File: config.mk
export PLATFORM = sky130hd
export DESIGN_NAME = layer_mac_scheduler_flat
export DESIGN_NICKNAME = d
export VERILOG_FILES = /design/src/rtl/layer_mac_scheduler_if.sv /design/src/rtl/layer_mac_scheduler.sv /design/src/flat_wrapper.sv
export SDC_FILE = /design/constraint.sdc
export NUM_CORES = 1
export LEC_CHECK = 0
export CAP_MARGIN = 20
export CORE_AREA = 2 2 253 255
export CTS_CLUSTER_DIAMETER = 80
export DETAILED_ROUTE_END_ITERATION = 12
export DIE_AREA = 0 0 255 257
export PLACE_DENSITY = 0.45
export SETUP_SLACK_MARGIN = 0.05
export SYNTH_ARGS = -nofsm -noshare
export SYNTH_HDL_FRONTEND = slang
export SYNTH_SLANG_ARGS = --single-unit
File: constraint.sdc
create_clock -name CLK -period 6.55 [get_ports CLK]
set_input_delay 0.655 -clock CLK [delete_from_list [all_inputs] [get_ports CLK]]
set_output_delay 0.655 -clock CLK [all_outputs]
set_load 0.01 [all_outputs]
File: src/rtl/layer_mac_scheduler_if.sv
// ---------------------------------------------------------------------------
// layer_mac_scheduler_if
// Groups the control handshake, operand buses and the shared-MAC connection
// of layer_mac_scheduler.
//   START/ABORT        run request / cancel (driven by the host)
//   BUSY/DONE          run status, DONE is a one-cycle completion pulse
//   WEIGHTS_IN/BIAS_IN/VALUES_IN  live operand buses, stable while BUSY
//   MAC_A/MAC_B/MAC_EN/MAC_CLR    operand strobe toward the external MAC
//   MAC_ACC            accumulator value returned by the external MAC
//   VALUES_OUT         registered per-neuron results
// Modports: slave = the scheduler, master = the host/MAC side.
// ---------------------------------------------------------------------------
interface layer_mac_scheduler_if #(
  parameter int NUM_NEURONS = 6,
  parameter int NUM_INPUTS  = 9,
  parameter int DATA_WIDTH  = 8,
  parameter int ACC_WIDTH   = 20
);
  logic                                       START;
  logic                                       ABORT;
  logic                                       BUSY;
  logic                                       DONE;
  logic [NUM_NEURONS*NUM_INPUTS*DATA_WIDTH-1:0] WEIGHTS_IN;
  logic [NUM_NEURONS*DATA_WIDTH-1:0]          BIAS_IN;
  logic [NUM_INPUTS*DATA_WIDTH-1:0]           VALUES_IN;
  logic [DATA_WIDTH-1:0]                      MAC_A;
  logic [DATA_WIDTH-1:0]                      MAC_B;
  logic                                       MAC_EN;
  logic                                       MAC_CLR;
  logic [ACC_WIDTH-1:0]                       MAC_ACC;
  logic [NUM_NEURONS*DATA_WIDTH-1:0]          VALUES_OUT;

  modport slave (
    input  START, ABORT, WEIGHTS_IN, BIAS_IN, VALUES_IN, MAC_ACC,
    output BUSY, DONE, MAC_A, MAC_B, MAC_EN, MAC_CLR, VALUES_OUT
  );

  modport master (
    output START, ABORT, WEIGHTS_IN, BIAS_IN, VALUES_IN, MAC_ACC,
    input  BUSY, DONE, MAC_A, MAC_B, MAC_EN, MAC_CLR, VALUES_OUT
  );
endinterface

File: src/rtl/layer_mac_scheduler.sv
// ---------------------------------------------------------------------------
// layer_mac_scheduler
// Runs one fully-connected layer through a single time-shared external MAC.
// For each neuron: NUM_INPUTS weight*value products (first one clears the
// accumulator), one bias*1.0 product, MAC_LATENCY drain cycles, then the
// accumulator is rescaled, saturated (optionally ReLU-clamped) and stored.
// Ports:
//   CLK   clock
//   RSTN  synchronous active-low reset
//   bus   layer_mac_scheduler_if.slave (control, operands, MAC link, results)
// ---------------------------------------------------------------------------
module layer_mac_scheduler #(
  parameter int NUM_NEURONS = 6,
  parameter int NUM_INPUTS  = 9,
  parameter int DATA_WIDTH  = 8,
  parameter int FRAC_BITS   = 5,
  parameter int MAC_LATENCY = 2,
  parameter int ACC_WIDTH   = 20,
  parameter int RELU        = 1
) (
  input  logic                  CLK,
  input  logic                  RSTN,
  layer_mac_scheduler_if.slave  bus
);

  localparam int NW = (NUM_NEURONS > 1) ? $clog2(NUM_NEURONS) : 1;
  localparam int IW = (NUM_INPUTS  > 1) ? $clog2(NUM_INPUTS)  : 1;
  localparam int LW = (MAC_LATENCY > 1) ? $clog2(MAC_LATENCY) : 1;

  localparam logic [NW-1:0] LAST_N = NW'(NUM_NEURONS - 1);
  localparam logic [IW-1:0] LAST_I = IW'(NUM_INPUTS - 1);
  localparam logic [LW-1:0] LAST_D = LW'(MAC_LATENCY - 1);

  localparam logic signed [ACC_WIDTH-1:0] SAT_MAX = ACC_WIDTH'((1 << (DATA_WIDTH - 1)) - 1);
  localparam logic signed [ACC_WIDTH-1:0] SAT_MIN = ACC_WIDTH'(-(1 << (DATA_WIDTH - 1)));
  // 1.0 in the operand format: multiplying the bias by it aligns it with the
  // Q(2*FRAC_BITS) products already in the accumulator.
  localparam logic [DATA_WIDTH-1:0] ONE = DATA_WIDTH'(1 << FRAC_BITS);

  typedef enum logic [2:0] {
    ST_IDLE,
    ST_ISSUE,
    ST_BIAS,
    ST_DRAIN,
    ST_CAPTURE
  } state_t;

  state_t                          state_q, state_d;
  logic [NW-1:0]                   n_q, n_d;
  logic [IW-1:0]                   i_q, i_d;
  logic [LW-1:0]                   lat_q, lat_d;
  logic                            done_q, done_d;
  logic [DATA_WIDTH-1:0]           mac_a_q, mac_a_d;
  logic [DATA_WIDTH-1:0]           mac_b_q, mac_b_d;
  logic                            mac_en_q, mac_en_d;
  logic                            mac_clr_q, mac_clr_d;
  logic [NUM_NEURONS*DATA_WIDTH-1:0] vals_q, vals_d;

  logic signed [ACC_WIDTH-1:0]     acc_shift;
  logic [DATA_WIDTH-1:0]           result;

  // Rescale Q(2F) -> Q(F) with floor rounding, saturate, then ReLU.
  always_comb begin
    acc_shift = $signed(bus.MAC_ACC) >>> FRAC_BITS;
    if (acc_shift > SAT_MAX) begin
      result = SAT_MAX[DATA_WIDTH-1:0];
    end else if (acc_shift < SAT_MIN) begin
      result = SAT_MIN[DATA_WIDTH-1:0];
    end else begin
      result = acc_shift[DATA_WIDTH-1:0];
    end
    if ((RELU != 0) && acc_shift[ACC_WIDTH-1]) begin
      result = '0;
    end
  end

  always_comb begin
    // NOTE: every signal gets a default before the case so no path leaves it
    // unassigned; an unassigned path in always_comb would infer a latch.
    state_d = state_q;
    n_d     = n_q;
    i_d     = i_q;
    lat_d   = lat_q;
    done_d  = 1'b0;
    vals_d  = vals_q;

    case (state_q)
      ST_IDLE: begin
        if (bus.START) begin
          state_d = ST_ISSUE;
          n_d     = '0;
          i_d     = '0;
        end
      end
      ST_ISSUE: begin
        if (i_q == LAST_I) begin
          state_d = ST_BIAS;
        end else begin
          i_d = i_q + 1'b1;
        end
      end
      ST_BIAS: begin
        state_d = ST_DRAIN;
        lat_d   = '0;
      end
      ST_DRAIN: begin
        if (lat_q == LAST_D) begin
          state_d = ST_CAPTURE;
        end else begin
          lat_d = lat_q + 1'b1;
        end
      end
      ST_CAPTURE: begin
        vals_d[int'(n_q)*DATA_WIDTH +: DATA_WIDTH] = result;
        if (n_q == LAST_N) begin
          state_d = ST_IDLE;
          done_d  = 1'b1;
        end else begin
          state_d = ST_ISSUE;
          n_d     = n_q + 1'b1;
          i_d     = '0;
        end
      end
      default: state_d = ST_IDLE;
    endcase

    // ABORT overrides everything, including a START in IDLE and a pending write.
    if (bus.ABORT) begin
      state_d = ST_IDLE;
      done_d  = 1'b0;
      vals_d  = vals_q;
    end

    // MAC strobes are registered, so they are derived from the state being
    // entered: the operands appear in the same cycle the FSM is in ISSUE/BIAS.
    mac_a_d   = '0;
    mac_b_d   = '0;
    mac_en_d  = 1'b0;
    mac_clr_d = 1'b0;
    case (state_d)
      ST_ISSUE: begin
        mac_a_d   = bus.WEIGHTS_IN[(int'(n_d)*NUM_INPUTS + int'(i_d))*DATA_WIDTH +: DATA_WIDTH];
        mac_b_d   = bus.VALUES_IN[int'(i_d)*DATA_WIDTH +: DATA_WIDTH];
        mac_en_d  = 1'b1;
        mac_clr_d = (i_d == '0);
      end
      ST_BIAS: begin
        mac_a_d  = bus.BIAS_IN[int'(n_d)*DATA_WIDTH +: DATA_WIDTH];
        mac_b_d  = ONE;
        mac_en_d = 1'b1;
      end
      default: ;
    endcase
  end

  always_ff @(posedge CLK) begin
    // NOTE: state registers use non-blocking assignments so every flop samples
    // the pre-edge values, independent of statement order.
    if (!RSTN) begin
      state_q   <= ST_IDLE;
      n_q       <= '0;
      i_q       <= '0;
      lat_q     <= '0;
      done_q    <= 1'b0;
      mac_a_q   <= '0;
      mac_b_q   <= '0;
      mac_en_q  <= 1'b0;
      mac_clr_q <= 1'b0;
      // NOTE: the result bank is visible at the ports and must read 0 after
      // reset, so unlike a plain storage array it is explicitly reset.
      vals_q    <= '0;
    end else begin
      state_q   <= state_d;
      n_q       <= n_d;
      i_q       <= i_d;
      lat_q     <= lat_d;
      done_q    <= done_d;
      mac_a_q   <= mac_a_d;
      mac_b_q   <= mac_b_d;
      mac_en_q  <= mac_en_d;
      mac_clr_q <= mac_clr_d;
      vals_q    <= vals_d;
    end
  end

  assign bus.BUSY       = (state_q != ST_IDLE);
  assign bus.DONE       = done_q;
  assign bus.MAC_A      = mac_a_q;
  assign bus.MAC_B      = mac_b_q;
  assign bus.MAC_EN     = mac_en_q;
  assign bus.MAC_CLR    = mac_clr_q;
  assign bus.VALUES_OUT = vals_q;

endmodule

File: src/flat_wrapper.sv
// flat-port wrapper written by rule: the top's interface ports become plain ports
module layer_mac_scheduler_flat 
#(
  parameter int NUM_NEURONS = 6,
  parameter int NUM_INPUTS  = 9,
  parameter int DATA_WIDTH  = 8,
  parameter int FRAC_BITS   = 5,
  parameter int MAC_LATENCY = 2,
  parameter int ACC_WIDTH   = 20,
  parameter int RELU        = 1
)
  (CLK, RSTN, bus_START, bus_ABORT, bus_WEIGHTS_IN, bus_BIAS_IN, bus_VALUES_IN, bus_MAC_ACC, bus_BUSY, bus_DONE, bus_MAC_A, bus_MAC_B, bus_MAC_EN, bus_MAC_CLR, bus_VALUES_OUT);
  layer_mac_scheduler_if #(.NUM_NEURONS(NUM_NEURONS), .NUM_INPUTS(NUM_INPUTS), .DATA_WIDTH(DATA_WIDTH), .ACC_WIDTH(ACC_WIDTH)) bus_i ();
  input  logic CLK;
  input  logic RSTN;
  input wire logic [$bits(bus_i.START)-1:0] bus_START;
  input wire logic [$bits(bus_i.ABORT)-1:0] bus_ABORT;
  input wire logic [$bits(bus_i.WEIGHTS_IN)-1:0] bus_WEIGHTS_IN;
  input wire logic [$bits(bus_i.BIAS_IN)-1:0] bus_BIAS_IN;
  input wire logic [$bits(bus_i.VALUES_IN)-1:0] bus_VALUES_IN;
  input wire logic [$bits(bus_i.MAC_ACC)-1:0] bus_MAC_ACC;
  output wire logic [$bits(bus_i.BUSY)-1:0] bus_BUSY;
  output wire logic [$bits(bus_i.DONE)-1:0] bus_DONE;
  output wire logic [$bits(bus_i.MAC_A)-1:0] bus_MAC_A;
  output wire logic [$bits(bus_i.MAC_B)-1:0] bus_MAC_B;
  output wire logic [$bits(bus_i.MAC_EN)-1:0] bus_MAC_EN;
  output wire logic [$bits(bus_i.MAC_CLR)-1:0] bus_MAC_CLR;
  output wire logic [$bits(bus_i.VALUES_OUT)-1:0] bus_VALUES_OUT;
  assign bus_i.START = bus_START;
  assign bus_i.ABORT = bus_ABORT;
  assign bus_i.WEIGHTS_IN = bus_WEIGHTS_IN;
  assign bus_i.BIAS_IN = bus_BIAS_IN;
  assign bus_i.VALUES_IN = bus_VALUES_IN;
  assign bus_i.MAC_ACC = bus_MAC_ACC;
  assign bus_BUSY = bus_i.BUSY;
  assign bus_DONE = bus_i.DONE;
  assign bus_MAC_A = bus_i.MAC_A;
  assign bus_MAC_B = bus_i.MAC_B;
  assign bus_MAC_EN = bus_i.MAC_EN;
  assign bus_MAC_CLR = bus_i.MAC_CLR;
  assign bus_VALUES_OUT = bus_i.VALUES_OUT;
  layer_mac_scheduler #(.NUM_NEURONS(NUM_NEURONS), .NUM_INPUTS(NUM_INPUTS), .DATA_WIDTH(DATA_WIDTH), .FRAC_BITS(FRAC_BITS), .MAC_LATENCY(MAC_LATENCY), .ACC_WIDTH(ACC_WIDTH), .RELU(RELU)) u_core (.CLK(CLK), .RSTN(RSTN), .bus(bus_i));
endmodule
Word-level counts from Yosys, hierarchy flattened

Cells that the tools add are included.

Output and inout bits: 68
Input port bits: 576
Word-level logic and storage cells: 65
Bits in registers: 78

Multiplexer cells: 23
Reduce and logical (&&, ||, !) cells: 8
Magnitude comparators: 2
Multipliers: 1
Add/subtract/negate cells: 5
Eq/ne operators: 8
Shift-type cells: 5
Bitwise gates (word level): 3

Operators with widths:

| operator                                                        | count |
|---|---|
| indexed part select 432 x 32 -> 8 bit                           | 1 |
| indexed part select 72 x 8 -> 8 bit                             | 1 |
| bitwise mux 48 bit                                              | 1 |
| variable shift 8 x 33 -> 48 bit (first input constant)          | 1 |
| indexed part select 48 x 7 -> 8 bit                             | 1 |
| indexed part select 8 x 33 -> 48 bit                            | 1 |
| negator 6 -> 33 bit                                             | 1 |
| one-hot mux 8 bit (2 select lines)                              | 2 |
| adder 29 x 5 -> 29 bit                                          | 1 |
| 2-to-1 mux 8 bit                                                | 3 |
| 2-to-1 mux 3 bit                                                | 6 |
| greater-than comparator 15 x 8 -> 1 bit (second input constant) | 1 |
| less-than comparator 15 x 8 -> 1 bit (second input constant)    | 1 |
| one-hot mux 3 bit (5 select lines)                              | 1 |
| 2-to-1 mux 4 bit                                                | 3 |
| one-hot mux 4 bit (3 select lines)                              | 1 |
| equality test 3 x 2 -> 1 bit (second input constant)            | 3 |
| multiplier 3 x 4 -> 7 bit (second input constant)               | 1 |
| equality test 3 x 1 -> 1 bit (second input constant)            | 2 |
| equality test 3 bit (second input constant)                     | 2 |
| one-hot mux 3 bit (2 select lines)                              | 1 |
| adder 4 x 1 -> 4 bit (second input constant)                    | 1 |
| equality test 4 bit (second input constant)                     | 1 |
| zero test 4 bit                                                 | 1 |
| 11 further kinds                                                | 17 |

Depth between registers and ports, before layout

Depth in word-level cells: 7
Gate-level depth with buffers: 20
Mapped depth without buffers: 16

Worst setup path after synthesis

Ideal clock, no wire load.

Path kind: register to register
Start point: register u_core.n_q[1]
End point: register u_core.mac_a_q[5] (netlist: u_core.bus.MAC_A[5])
Cell stages (with the launch flop): 17
Setup time: 134 ps
Buffers on the path: 5
Data required time: 6416 ps
Path slack: 2026 ps
Arrival: 4390 ps
Period minus slack after synthesis: 4524 ps
Path through: dfxtp_1 > inv_1 > ha_1 > a2111oi_0 > o21ai_1 > nand2_1 > clkbuf_1 > ha_1 > clkbuf_1 > buf_2 > buf_2 > buf_1 > mux4_2 > a32oi_1 > o32ai_1 > nor3_1 > a311oi_1

Cells in the longest elaborated chain, start to end: 7
Elaborated cells between the ends (all ways): 17
Those cells by class: add/sub (2); mul (1); eq/ne (3); shift (2); mux (9)

RTL lines:

| item                                  | line                       | source |
|---|---|---|
| from (decl)                           | layer_mac_scheduler.sv:49  | `logic [NW-1:0] n_q, n_d;` |
| from (signal assigned)                | layer_mac_scheduler.sv:174 | `n_q <= n_d;` |
| equality test 3 bit *                 | layer_mac_scheduler.sv:115 | `if (n_q == LAST_N) begin` |
| 2-to-1 mux 3 bit *                    | layer_mac_scheduler.sv:115 |  |
| one-hot mux 3 bit (2 select lines) *  | layer_mac_scheduler.sv:87  | `case (state_q)` |
| via u_core.n_d[0]                     | layer_mac_scheduler.sv:49  |  |
| multiplier 3 x 4 -> 7 bit             | layer_mac_scheduler.sv:142 | `mac_a_d = bus.WEIGHTS_IN[(int'(n_d)*NUM_INPUTS + int'(i_d))*DATA_WIDTH +: DATA_WIDTH];` |
| adder 29 x 5 -> 29 bit                | layer_mac_scheduler.sv:142 |  |
| indexed part select 432 x 32 -> 8 bit | layer_mac_scheduler.sv:142 |  |
| one-hot mux 8 bit (2 select lines) *  | layer_mac_scheduler.sv:140 | `case (state_d)` |
| to (signal assigned)                  | layer_mac_scheduler.sv:178 | `mac_a_q <= mac_a_d;` |
| to (decl)                             | layer_mac_scheduler.sv:53  | `logic [DATA_WIDTH-1:0] mac_a_q, mac_a_d;` |

Mark *: on every way through the listed nets, which the timed path passes. The rest lies on a longest branch.
A chain may end at the register's enable or synchronous reset.

Worst setup path after layout

Start point: input bus_START
End point: register u_core.mac_a_q[5] (netlist: u_core.bus.MAC_A[5])

Cells in the longest elaborated chain, start to end: 6
Elaborated cells between the ends (all ways): 14
Those cells by class: add/sub (1); mul (1); eq/ne (2); shift (2); mux (8)

RTL lines:

| item                                  | line                       | source |
|---|---|---|
| from (decl)                           | flat_wrapper.sv:16         | `input wire logic [$bits(bus_i.START)-1:0] bus_START;` |
| 2-to-1 mux 3 bit *                    | layer_mac_scheduler.sv:89  | `if (bus.START) begin` |
| one-hot mux 3 bit (2 select lines) *  | layer_mac_scheduler.sv:87  |  |
| via u_core.n_d[2]                     | layer_mac_scheduler.sv:49  |  |
| multiplier 3 x 4 -> 7 bit             | layer_mac_scheduler.sv:142 |  |
| adder 29 x 5 -> 29 bit                | layer_mac_scheduler.sv:142 |  |
| indexed part select 432 x 32 -> 8 bit | layer_mac_scheduler.sv:142 |  |
| one-hot mux 8 bit (2 select lines) *  | layer_mac_scheduler.sv:140 |  |

Marked as above.

==> results_dict.tcl <==
set metrics [dict create \
    io_buffers 638 \
    synthArstFlopShare_pct 0 \
    use_met3_pct 3.93 \
    min_from "u_core.bus.VALUES_OUT[39]" \
    cts.path.max_buffers 2 \
    reg2reg_depth 16 \
    timing.rr.start "u_core.n_q[1]" \
    rsz0062_at_grt "false" \
    p_leak_nw 5.58 \
    hold_viol 0 \
    whs_ns 0.425 \
    ys_warn_count 0 \
    dpl.hpwl_um 48400 \
    seq_area_frac_synth_pct 17.9 \
    path_class "input port to register" \
    ir_drop_v 0.000126 \
    track_usage_pct 16.6 \
    powerDensity_nw_per_um2 109 \
    layout_min_cycle_time_ns 5.09 \
    setup_slack_ns 1.46 \
    setup_viol 0 \
    rows 92 \
    via_per_inst 4.41 \
    grt_pass1_wl_um 78500 \
    synth_nets 1574 \
    grt_pass1_vias 11200 \
    place_ws_ns 0.988 \
    die_area_sq_um 65500 \
    ys_ff_latch 78 \
    die_y_um 257 \
    die_w_um 255 \
    slew_viol_final 0 \
    tightest_slew_ns 1.03 \
    skew_ns 0.0150 \
    ant_nets 0 \
    cts_tree "built" \
    crit_fanout 32 \
    wl_um 56400 \
    critPathLaunchType "input port" \
    initial_utilization_pct 13.9 \
    postCtsSetupBuffers 0 \
    holdPathEnd "u_core.bus.VALUES_OUT[39]" \
    yosysUniqueCellTypes 76 \
    drive_gt1_share_pct 11.4 \
    coreArea_sq_um 62700 \
    use_met1_pct 18.7 \
    crit_chain "clkdlybuf4s50_1 > or3b_2 > a21oi_1 > a311o_2 > clkinv_1 > ha_1 > nor2_1 > inv_1 > o41ai_2 > or3_2 > nand2_4 > a211oi_1 > or4_1 > a311oi_1" \
    top_usage_layer "met2" \
    holdPathStages 2 \
    critPathArrivalTime_ns 5.38 \
    clkLatencyLatePin_ns 0.36 \
    firstDrtPassIters 5 \
    drtIter0Drc 697 \
    slew_headroom_pct 30.4 \
    area_delta_synth_final_pct 87.4 \
    max_stage_delay_ns 0.67 \
    required_ns 6.84 \
    nets 2158 \
    rrSetupSlack_ns 1.49 \
    fin_crit_sh_pct 77.7 \
    r2r_end "u_core.bus.MAC_A[5]" \
    vias 10700 \
    met2_usage_pct 30.9 \
    power_mw 1.78 \
    antenna_found_initial 13 \
    postCtsHoldBufs 0 \
    setup_tns_ns 0 \
    fmax_ghz 0.196 \
    max_cap_violations 0 \
    clock_sink_count 78 \
    overflow 0 \
    placedCellCount 2407 \
    cts_buffers 9 \
    grt_max_degree 63 \
    drc_errors 0 \
    synth-edff-count 0 \
    hold_path.class "register to register" \
    htree_levels 3 \
    syn-cell-area_sq_um 8720 \
    post_cts_resized 0 \
    pin_count 644 \
    slowest_stage "or3_2" \
    syn_avg_cell_area_sq_um 8.83 \
    cp-end-kind "register" \
    cts.clk_slew.worst_paths_ns 0.08 \
    final_cells 2429 \
    wl_per_cell_um 23.2 \
    gp_congestion 0.916 \
    syn_inst 988 \
    synth_top_flop_cell "dfxtp_1" \
    status "finished clean" \
    clockRootBuffer "clkbuf_16" \
]
==> final cells by class <==
cell class	count	area, sq um
Fill cell	6700	46400
Clock inverter	7	80.1
Multi-Input combinational cell	796	6730
Tap cell	846	1060
Sequential cell	78	1560
Clock buffer	9	225
Timing Repair Buffer	664	6580
Inverter	23	86.3
Antenna cell	6	15.0
==> per-stage QoR <==
step                      cell area [sq um]  util, %
after floorplan                        8720        -
after global placement                16000     25.5
after detailed placement              16000     25.5
after CTS                             16300     26.0
after global routing                  16300     26.0
final                                 16300     26.0
==> sequential cells by signal (all words and copies together), names as in the netlist, 3 cells and up <==
register and cells:
u_core.bus.MAC_A 8, u_core.bus.MAC_B 8, u_core.bus.VALUES_OUT 48, u_core.i_q 4
u_core.n_q 3, u_core.state_q 3
==> how the worst max path moves through the flow <==
| stage | from | end |
|---|---|---|
| after detailed placement | bus_START | u_core.bus.MAC_A[5] |
| after global placement | bus_START | u_core.bus.MAC_A[5] |
| final | bus_START | u_core.bus.MAC_A[5] |
| after global routing | u_core.state_q[2] | u_core.bus.MAC_A[0] |
| after CTS | bus_START | u_core.bus.MAC_A[5] |
| after floorplan | u_core.n_q[1] | u_core.bus.MAC_A[5] |
==> power by group <==
part           total (mW)  internal (mW)  switching [mW]
registers           0.484          0.481         0.00374
logic               0.735          0.489           0.246
clock network       0.559          0.302           0.256
total                1.78           1.27           0.506
==> critical path, delay by kind of cell <==
kind / cells / cell delay [ns]
AND/OR/NAND/NOR: 5 / 2.17
buffers and inverters: 3 / 1.01
AO/OA/AOI/OAI: 5 / 0.88
adder cells (fa/ha/maj): 1 / 0.63
==> kinds of logic (layout without fill, tap and decap cells) <==
group	count (synthesis)	in the layout	synth area share, %
and+or+nand+nor	409	409	24.0
adders and majority gates	10	10	1.43
muxes	145	145	31.7
AOI/OAI and AO/OA	228	228	18.8
buffers and inverters	114	703	5.65
xor gates and xnor gates	4	4	0.488
DFF	78	78	17.9
other	0	6	0
==> Yosys cell counts, types with 4 or more instances <==
master / instances / area share, %
dfxtp_1: 78 / 18
mux2i_1: 33 / 3.8
nand2_1: 70 / 3.0
inv_1: 21 / 0.90
buf_2: 18 / 1.0
and2_1: 10 / 0.72
a32oi_1: 14 / 1.4
buf_1: 8 / 0.34
o21a_1: 4 / 0.34
a222oi_1: 7 / 0.80
or3_1: 11 / 0.79
nor2_1: 94 / 4.0
ha_1: 10 / 1.4
nor3b_1: 4 / 0.34
o21ai_0: 38 / 2.2
or2_2: 4 / 0.29
nand3_1: 52 / 3.0
nor3_1: 38 / 2.2
or4_1: 8 / 0.69
a211oi_1: 33 / 2.8
nor2b_1: 53 / 3.8
o22ai_1: 6 / 0.43
a22oi_1: 16 / 1.4
o2111ai_1: 14 / 1.4
and3_1: 40 / 2.9
a311oi_1: 7 / 0.70
nand2b_1: 7 / 0.50
mux2_2: 8 / 1.0
buf_6: 5 / 0.65
a21oi_1: 45 / 2.6
clkbuf_1: 58 / 2.5
mux4_2: 104 / 27
==> placed cells by master, fill, tap and decap left out, types with 8 or more instances in the layout <==
| master | count |
|---|---|
| nand2_1 | 70 |
| nor2_1 | 93 |
| a211oi_1 | 33 |
| mux2_2 | 8 |
| mux2i_1 | 33 |
| nor3_1 | 38 |
| dfxtp_1 | 78 |
| a22oi_1 | 16 |
| or3_1 | 10 |
| o2111ai_1 | 14 |
| inv_1 | 21 |
| a32oi_1 | 14 |
| or4_1 | 8 |
| and2_1 | 10 |
| nand3_1 | 52 |
| clkbuf_16 | 9 |
| buf_4 | 26 |
| nor2b_1 | 53 |
| a21oi_1 | 45 |
| clkdlybuf4s50_1 | 638 |
| and3_1 | 40 |
| mux4_2 | 104 |
| ha_1 | 8 |
| o21ai_0 | 38 |
==> per-layer routing <==
layer | routed length [um] | up-vias | share of wire [%]
met3 | 3640 | 58 | 6.5
met4 | 1320 | 12 | 2.3
li1 | - | 5030 | -
met5 | 74 | - | 0.13
met1 | 21500 | 5174 | 38
met2 | 29900 | 433 | 53
No activity file was read; power rests on OpenSTA's default activity.
